--- config.mk ---
export PLATFORM = sky130hd
export DESIGN_NAME = pipeline_hazard_ctrl
export DESIGN_NICKNAME = d
export VERILOG_FILES = /design/src/rtl/pipeline_hazard_ctrl.sv
export SDC_FILE = /design/constraint.sdc
export NUM_CORES = 1
export LEC_CHECK = 0
export ABC_AREA = 1
export CORE_ASPECT_RATIO = 1.1
export CORE_UTILIZATION = 50
export CTS_BUF_LIST = sky130_fd_sc_hd__clkbuf_4
export CTS_CLUSTER_DIAMETER = 30
export DETAILED_ROUTE_END_ITERATION = 10
export PLACE_DENSITY = 0.8
export SYNTH_ARGS = -nofsm -noshare
export SYNTH_HDL_FRONTEND = slang
export SYNTH_SLANG_ARGS = --single-unit
--- constraint.sdc ---
create_clock -name clk -period 2.4 [get_ports clk]
set_clock_uncertainty 0.2 [all_clocks]
set_input_delay 0.48 -clock clk [delete_from_list [all_inputs] [get_ports clk]]
set_output_delay 0.48 -clock clk [all_outputs]
set_load 0.005 [all_outputs]
--- src/rtl/pipeline_hazard_ctrl.sv ---
// pipeline_hazard_ctrl
// Central stall / flush / forwarding controller for the 5-stage pipeline
// (fetcher -> decode1 -> alu -> datamemory -> writeback).
//
// Control handshake: there is no valid/ready pair here. Every output is a
// per-cycle command that the pipeline obeys on the same rising clk edge.
// The fetcher and datamemory report back-pressure through fetch_busy and
// mem_busy, which are level signals sampled on every cycle.
//
// While reset is low, every command output is forced to its idle value.
// That means no PC update, no pipeline advance, and no flush.
module pipeline_hazard_ctrl #(
    parameter int XLEN         = 64,
    parameter int REG_W        = 5,
    parameter int FLUSH_CYCLES = 2,
    parameter int CNT_W        = 32
) (
    input  logic             clk,
    input  logic             reset,          // asynchronous, active-low
    input  logic             fetch_busy,
    input  logic             mem_busy,
    input  logic [REG_W-1:0] id_rs,
    input  logic [REG_W-1:0] id_rt,
    input  logic [REG_W-1:0] ex_rs,
    input  logic [REG_W-1:0] ex_rt,
    input  logic             ex_memread,
    input  logic [REG_W-1:0] ex_destreg,
    input  logic             mem_regwrite,
    input  logic [REG_W-1:0] mem_destreg,
    input  logic             wb_regwrite,
    input  logic [REG_W-1:0] wb_destreg,
    input  logic             branch_taken,
    input  logic [XLEN-1:0]  branch_target,
    output logic             pc_write,
    output logic             pc_sel,
    output logic [XLEN-1:0]  pc_target,
    output logic             pipe_en,
    output logic             if_id_write,
    output logic             if_id_flush,
    output logic             id_ex_bubble,
    output logic             ex_mem_flush,
    output logic [1:0]       fwd_a,
    output logic [1:0]       fwd_b,
    output logic [CNT_W-1:0] stall_count,
    output logic [CNT_W-1:0] redirect_count,
    output logic [1:0]       dbg_state       // current FSM state, for observation
);

    typedef enum logic [1:0] {
        ST_RUN      = 2'd0,
        ST_MEM_WAIT = 2'd1,
        ST_FLUSH    = 2'd2
    } state_t;

    localparam bit         HAS_FLUSH = (FLUSH_CYCLES > 0);
    localparam logic [3:0] FL_LOAD   = 4'(FLUSH_CYCLES);
    localparam logic [1:0] FWD_RF    = 2'b00;
    localparam logic [1:0] FWD_MEM   = 2'b01;
    localparam logic [1:0] FWD_WB    = 2'b10;

    // Registered state
    state_t            state_q, state_d;
    logic              pend_valid_q, pend_valid_d;
    logic [XLEN-1:0]   pend_target_q, pend_target_d;
    logic [3:0]        fl_cnt_q, fl_cnt_d;
    logic [CNT_W-1:0]  stall_cnt_q, stall_cnt_d;
    logic [CNT_W-1:0]  redir_cnt_q, redir_cnt_d;

    // Un-gated command values, produced by the FSM
    logic              pc_write_c;
    logic              pipe_en_c;
    logic              if_id_write_c;
    logic              if_id_flush_c;
    logic              id_ex_bubble_c;
    logic              ex_mem_flush_c;
    logic              pc_sel_c;
    logic [XLEN-1:0]   pc_target_c;
    logic [1:0]        fwd_a_c;
    logic [1:0]        fwd_b_c;

    // Redirect request, which is shared by all three states
    logic              do_redirect;
    logic [XLEN-1:0]   redirect_addr;

    // The load in EX writes a register that the instruction in ID reads.
    // Register 0 is hard-wired, so it never creates a dependency.
    logic load_use;
    assign load_use = ex_memread && (ex_destreg != '0) &&
                      ((ex_destreg == id_rs) || (ex_destreg == id_rt));

    // Next-state and command decode for the RUN / MEM_WAIT / FLUSH sequencer
    always_comb begin
        state_d        = state_q;
        pend_valid_d   = pend_valid_q;
        pend_target_d  = pend_target_q;
        fl_cnt_d       = fl_cnt_q;
        pc_write_c     = 1'b1;
        pipe_en_c      = 1'b1;
        if_id_write_c  = 1'b1;
        if_id_flush_c  = 1'b0;
        id_ex_bubble_c = 1'b0;
        ex_mem_flush_c = 1'b0;
        do_redirect    = 1'b0;
        redirect_addr  = branch_target;

        case (state_q)
            ST_RUN: begin
                if (mem_busy) begin
                    // Data bus stall: freeze everything. A branch resolved
                    // under the stall is parked until memory releases.
                    pc_write_c    = 1'b0;
                    pipe_en_c     = 1'b0;
                    if_id_write_c = 1'b0;
                    state_d       = ST_MEM_WAIT;
                    if (branch_taken) begin
                        pend_valid_d  = 1'b1;
                        pend_target_d = branch_target;
                    end
                end else if (branch_taken) begin
                    do_redirect   = 1'b1;
                    redirect_addr = branch_target;
                    if (HAS_FLUSH) begin
                        fl_cnt_d = FL_LOAD;
                        state_d  = ST_FLUSH;
                    end
                end else if (load_use || fetch_busy) begin
                    // Hold PC and IF/ID, then inject a bubble into EX.
                    pc_write_c     = 1'b0;
                    if_id_write_c  = 1'b0;
                    id_ex_bubble_c = 1'b1;
                end
            end

            ST_MEM_WAIT: begin
                if (mem_busy) begin
                    pc_write_c    = 1'b0;
                    pipe_en_c     = 1'b0;
                    if_id_write_c = 1'b0;
                    // Only the first branch seen under the stall is kept.
                    if (branch_taken && !pend_valid_q) begin
                        pend_valid_d  = 1'b1;
                        pend_target_d = branch_target;
                    end
                end else if (pend_valid_q) begin
                    do_redirect   = 1'b1;
                    redirect_addr = pend_target_q;
                    pend_valid_d  = 1'b0;
                    if (HAS_FLUSH) begin
                        fl_cnt_d = FL_LOAD;
                        state_d  = ST_FLUSH;
                    end else begin
                        state_d  = ST_RUN;
                    end
                end else begin
                    state_d = ST_RUN;
                end
            end

            ST_FLUSH: begin
                if (mem_busy) begin
                    // Freeze. The discard count is held so that the
                    // wrong-path fetches are still covered after the stall.
                    pc_write_c    = 1'b0;
                    pipe_en_c     = 1'b0;
                    if_id_write_c = 1'b0;
                end else if (branch_taken) begin
                    do_redirect   = 1'b1;
                    redirect_addr = branch_target;
                    fl_cnt_d      = FL_LOAD;
                end else begin
                    // Discard the in-flight fetch while the PC advances
                    // from the target.
                    if_id_flush_c = 1'b1;
                    if (fl_cnt_q <= 4'd1) begin
                        fl_cnt_d = 4'd0;
                        state_d  = ST_RUN;
                    end else begin
                        fl_cnt_d = fl_cnt_q - 4'd1;
                    end
                end
            end

            default: begin
                state_d = ST_RUN;
            end
        endcase

        // A redirect loads the target and squashes the three younger stages.
        pc_sel_c    = do_redirect;
        pc_target_c = do_redirect ? redirect_addr : '0;
        if (do_redirect) begin
            if_id_flush_c  = 1'b1;
            id_ex_bubble_c = 1'b1;
            ex_mem_flush_c = 1'b1;
        end
    end

    // EX operand forwarding. The MEM stage holds the newer value, so it wins over WB.
    always_comb begin
        fwd_a_c = FWD_RF;
        fwd_b_c = FWD_RF;
        if (mem_regwrite && (mem_destreg != '0) && (mem_destreg == ex_rs))
            fwd_a_c = FWD_MEM;
        else if (wb_regwrite && (wb_destreg != '0) && (wb_destreg == ex_rs))
            fwd_a_c = FWD_WB;
        if (mem_regwrite && (mem_destreg != '0) && (mem_destreg == ex_rt))
            fwd_b_c = FWD_MEM;
        else if (wb_regwrite && (wb_destreg != '0) && (wb_destreg == ex_rt))
            fwd_b_c = FWD_WB;
    end

    // Saturating performance counters: they hold at all-ones and never wrap.
    always_comb begin
        stall_cnt_d = stall_cnt_q;
        redir_cnt_d = redir_cnt_q;
        if (!pc_write_c && (stall_cnt_q != '1))
            stall_cnt_d = stall_cnt_q + CNT_W'(1);
        if (do_redirect && (redir_cnt_q != '1))
            redir_cnt_d = redir_cnt_q + CNT_W'(1);
    end

    // State, pending-redirect, flush-count and counter registers
    always_ff @(posedge clk or negedge reset) begin
        if (!reset) begin
            state_q       <= ST_RUN;
            pend_valid_q  <= 1'b0;
            pend_target_q <= '0;
            fl_cnt_q      <= 4'd0;
            stall_cnt_q   <= '0;
            redir_cnt_q   <= '0;
        end else begin
            state_q       <= state_d;
            pend_valid_q  <= pend_valid_d;
            pend_target_q <= pend_target_d;
            fl_cnt_q      <= fl_cnt_d;
            stall_cnt_q   <= stall_cnt_d;
            redir_cnt_q   <= redir_cnt_d;
        end
    end

    // Gate the commands with reset so the pipeline stays parked while reset is low
    always_comb begin
        pc_write     = reset & pc_write_c;
        pipe_en      = reset & pipe_en_c;
        if_id_write  = reset & if_id_write_c;
        if_id_flush  = reset & if_id_flush_c;
        id_ex_bubble = reset & id_ex_bubble_c;
        ex_mem_flush = reset & ex_mem_flush_c;
        pc_sel       = reset & pc_sel_c;
        pc_target    = reset ? pc_target_c : '0;
        fwd_a        = reset ? fwd_a_c : FWD_RF;
        fwd_b        = reset ? fwd_b_c : FWD_RF;
    end

    assign stall_count    = stall_cnt_q;
    assign redirect_count = redir_cnt_q;
    assign dbg_state      = state_q;

endmodule

==> impl.org <==
** Status
- Violated checks :: hold timing, setup timing
- The flow ran to the end, but the final reports show violations.

** GRT
- The via count of the first global-routing pass came to 9,100.
- All-Layer GR Usage :: 31.11%
- The number of antenna violations at the first check in global routing was 1.
- The first global-routing pass estimated 44.00 mm of wire.
- The total overflow left after global routing is 0.
- Largest net degree at the start of global routing :: 65

** Logic synthesis
- Of all flip-flops after synthesis, the portion carrying an async set or reset was 100.0%.
- In the synthesized netlist the dominant register cell turns out to be sky130_fd_sc_hd__dfrtp_1.
- When the netlist entered floorplanning its net count stood at 1,338.
- A synthesized cell averages 7.037 um2.
- After technology mapping, the gate count stands at 1,223.
- Of the synthesized area, sequential elements account for 39.26%.
- In this run the cell area of the synthesized design comes to 8606 um2.
- EDFF count, synth :: 0
- Counting flops and latches in the post-synthesis netlist gives 135.
- The Yosys step of the flow raised 0 warnings.
- Library cells used by synthesis :: 39

** Clock network
- CTS tree :: yes
- H-tree Lvls :: 4
- The root buffer cell chosen for the clock tree is sky130_fd_sc_hd__clkbuf_4.
- Clock-pin slew was measured on the worst setup and hold paths at 0.13 ns.
- The clock drives 135 sinks.
- Skew-Pair Late Insertion Delay :: 0.56 ns
- In this run, CTS created clock tree buffers numbering 17.
- Counting along the longest clock path gives a buffer depth of 2.

** Power and ir drop
- Net switching is 40.69% of the power.
- In this run, flip-flops and latches consume 36.7% of the power.
- Clock network power share :: 17.4%
- Max VDD drop :: 0.4671 mV
- Power comes to 9.530 mW.
- Internal power :: 5.652 mW
- In this run the power spent charging and discharging nets is 3.878 mW.
- Pwr dens :: 756.7 nW/um2
- Fraction of power consumed by combinational cells :: 45.9%
- Static Leak :: 6.206 nW

** Min path
- HP Class :: in2async

** Final layout
- Fin util :: 75.80%
- Relative to the synthesized area, the layout overhead comes to 46.35%.
- The finished cells cover 12,590 um2.
- Of the cells placed in the final design, the portion with a size suffix greater than 1 is 21.34%.
- For this run, the post-layout net count is 1,635.
- The layout has 1,252 filler cells.
- The finished layout holds 1,762 standard cells, fillers aside.

** Place
- Total placed cells including tap cells :: 1,709
- Before CTS, the worst setup slack after placement is -0.8281 ns.
- Cell area reported after detailed placement :: 11,730 um2
- Detailed placement HPWL :: 18.52 mm
- GP Congestion :: 0.9432
- Input and output buffers added on the ports amount to 247.

** STA
- The worst pin sits at a relative slew slack of 43.38%.
- Timing would allow up to 335.2 MHz.
- Clock period minus final worst setup slack :: 2.984 ns
- Crit share post-route :: 124.3%
- Setup violations remaining at the end of the flow were counted as 71.
- The final-report max-slew violation count is 0.
- Setup repair after global routing could not meet its margin everywhere.
- Hold_ws :: -0.03328 ns
- Final Worst Setup Slack :: -0.5836 ns
- At the pin with the least slew margin, the transition time is 0.8493 ns.
- The final hold violation count is 9.

** Worst setup path
- For the worst setup path, the data required time is 1.72 ns.
- Crit path kind :: reg2out
- Worst R2R Setup Slack :: 0.03 ns
- Data arrives at the worst endpoint at 2.30 ns.
- Critical Path Fanout Max :: 6
- Critical path endpoint category :: primary output
- Startpoint type of the worst setup path :: register

** Floorplanning
- Core box area :: 16,610 um2
- Row count :: 49
- Initial core utilization :: 51.80%
- Die Footprint :: 17,740 um2
- Die width :: 127.1 um
- Ports placed on the boundary :: 248
- Vertical die dimension :: 139.6 um

** Detailed routing
- Routed Antenna Nets :: 0
- The final layout contains routed wiring with a total length of 28.08 mm.
- DR vias :: 9,425
- The first routing iteration left 547 violations.
- Via-to-Cell Ratio :: 5.349
- After detailed routing, the average wire length per cell comes to 15.94 um.
- After detailed routing, the number of remaining DRC violations is 0.
- Number of detailed-route iterations in the first pass :: 5

** Job
- The tool flagged a number of max-cap violations equal to 0.
[stage by stage]
stage / hold slack, ns / setup TNS [ns]
after floorplan: -0.01559 / 0
after global placement: 0.2675 / -55.77
after detailed placement: 0.2738 / -61.55
after CTS: 0.01744 / -39.35
after global routing: 0.05218 / -46.46
final: -0.03328 / -36.82
[power groups by stage]
stage / Clock, mW / Combinational [mW] / Sequential [mW]
floorplan: 0 / 2.17 / 3.42
global placement: 0 / 3.71 / 3.47
detailed placement: 0 / 3.81 / 3.50
CTS: 1.67 / 4.08 / 3.47
global route: 1.76 / 4.81 / 3.57
finish: 1.66 / 4.38 / 3.50
[metal layers]
metal,part of all wire [%],up-vias,wire (um),GRT usage [%]
met5,0,-,0,0
met4,3.8,0,1065,14.91
met3,6.6,84,1859,6.574
met2,51,399,14220,53.73
met1,39,4413,10940,36.73
li1,-,4529,-,-
[critical path: stages (launching register included)]
cell	delay (ns)
sky130_fd_sc_hd__dfrtp_2	0.49
sky130_fd_sc_hd__inv_4	0.10
sky130_fd_sc_hd__ha_4	0.16
sky130_fd_sc_hd__nand2_4	0.06
sky130_fd_sc_hd__nand3_4	0.08
sky130_fd_sc_hd__nand3_4	0.08
sky130_fd_sc_hd__nor2_4	0.13
sky130_fd_sc_hd__inv_4	0.07
sky130_fd_sc_hd__buf_12	0.15
sky130_fd_sc_hd__buf_6	0.14
sky130_fd_sc_hd__a21oi_2	0.12
sky130_fd_sc_hd__buf_2	0.16
[layout make-up]
| cell class | count | area, um2 | area share (%) |
|---|---|---|---|
| Sequential cell | 135 | 3379 | 26.83 |
| Clock buffer | 20 | 150.1 | 1.192 |
| Tap cell | 229 | 286.5 | 2.275 |
| Multi-Input combinational cell | 887 | 4989 | 39.61 |
| Inverter | 142 | 543.0 | 4.312 |
| Clock inverter | 11 | 152.6 | 1.212 |
| Antenna cell | 1 | 2.502 | 0.01987 |
| Timing Repair Buffer | 337 | 3092 | 24.55 |
[final timing paths]
| check | start | end | cells after the start |
|---|---|---|---|
| worst max register to register | dbg_state[0]$_DFFE_PN0P_ | pend_target_q[39]$_DFFE_PN0P_ | 11 |
| worst min register to register | pend_target_q[4]$_DFFE_PN0P_ | pend_target_q[4]$_DFFE_PN0P_ | 2 |
| worst min-delay path | reset | pend_target_q[58]$_DFFE_PN0P_ | 3 |
| worst max-delay path | dbg_state[0]$_DFFE_PN0P_ | pc_target[57] | 11 |
| max in group asynchronous | reset | redirect_count[19]$_DFFE_PN0P_ | 4 |
| min in group clk | branch_target[32] | pend_target_q[32]$_DFFE_PN0P_ | 3 |
[cell usage after synthesis (2+ instances only)]
cell type                  number  area share (%)
sky130_fd_sc_hd__nor2_1        73             3.2
sky130_fd_sc_hd__o21ai_1        9            0.52
sky130_fd_sc_hd__buf_6          5            0.65
sky130_fd_sc_hd__clkbuf_1      27             1.2
sky130_fd_sc_hd__o21ai_0       75             4.4
sky130_fd_sc_hd__dfrtp_1      135              39
sky130_fd_sc_hd__nand2_1      380              17
sky130_fd_sc_hd__nor4_1         7            0.51
sky130_fd_sc_hd__buf_2         23             1.3
sky130_fd_sc_hd__inv_2          4            0.17
sky130_fd_sc_hd__nor2_4         2            0.26
sky130_fd_sc_hd__nand3_2        4            0.47
sky130_fd_sc_hd__xor2_1        48             4.9
sky130_fd_sc_hd__nor3_1        30             1.7
sky130_fd_sc_hd__a21oi_1       73             4.2
sky130_fd_sc_hd__or2_2          2            0.15
sky130_fd_sc_hd__nand4_1       50             3.6
sky130_fd_sc_hd__inv_1        136             5.9
sky130_fd_sc_hd__nand3_1       81             4.7
sky130_fd_sc_hd__nand2_2        3            0.22
sky130_fd_sc_hd__buf_1          2           0.087
sky130_fd_sc_hd__buf_4          2            0.17
sky130_fd_sc_hd__ha_1           8             1.2
sky130_fd_sc_hd__xnor2_1       29             3.0
[registers in the layout, summed over array words and instances, names as in the netlist]
signal / cells
pend_target_q: 64
pend_valid_q: 1
stall_count: 32
dbg_state: 2
fl_cnt_q: 4
redirect_count: 32
[cells by family (layout without fill, tap and decap cells)]
group	after synthesis	in the layout	share of synthesized area, %
simple gates	637	637	32.04
flops	135	135	39.26
xor+xnor	78	78	8.026
fa+ha+maj	8	8	1.163
buf+inv	201	510	9.654
other cells	0	1	0
compound gates	164	164	9.858
[layout by cell type, fill, tap and decap left out, types with 4 or more instances in the layout]
master and instances:
sky130_fd_sc_hd__dlygate4sd2_1 13, sky130_fd_sc_hd__buf_4 59, sky130_fd_sc_hd__buf_16 5, sky130_fd_sc_hd__dfrtp_1 134, sky130_fd_sc_hd__a21oi_1 11, sky130_fd_sc_hd__nand2_1 373
sky130_fd_sc_hd__xnor2_1 28, sky130_fd_sc_hd__clkbuf_2 5, sky130_fd_sc_hd__buf_12 13, sky130_fd_sc_hd__buf_6 18, sky130_fd_sc_hd__buf_2 73, sky130_fd_sc_hd__clkdlybuf4s50_1 143
sky130_fd_sc_hd__clkbuf_4 20, sky130_fd_sc_hd__inv_2 12, sky130_fd_sc_hd__nor3_1 29, sky130_fd_sc_hd__nor2_1 71, sky130_fd_sc_hd__inv_1 125, sky130_fd_sc_hd__dlymetal6s2s_1 5
sky130_fd_sc_hd__o21ai_1 10, sky130_fd_sc_hd__a21oi_4 17, sky130_fd_sc_hd__nand3_1 79, sky130_fd_sc_hd__o21ai_0 72, sky130_fd_sc_hd__a21oi_2 46, sky130_fd_sc_hd__clkinv_4 4
sky130_fd_sc_hd__ha_1 4, sky130_fd_sc_hd__xor2_1 47, sky130_fd_sc_hd__nor4_1 5, sky130_fd_sc_hd__ha_4 4, sky130_fd_sc_hd__nand2_2 7, sky130_fd_sc_hd__nand4_1 50
sky130_fd_sc_hd__nand3_2 4, sky130_fd_sc_hd__inv_4 4, sky130_fd_sc_hd__nor2_4 4
[what timing repair did]
| item | in CTS | in global routing |
|---|---|---|
| resized for setup | 435 | 71 |
| pin swaps | 19 | 17 |
| hold buffers | 1 | 0 |
| setup buffers | 11 | 9 |
| hold endpoints to repair | 71 | 0 |
| gates cloned | 5 | 1 |
| setup endpoints to repair | 76 | 107 |
Note: power is estimated with default switching activity, not from simulation.
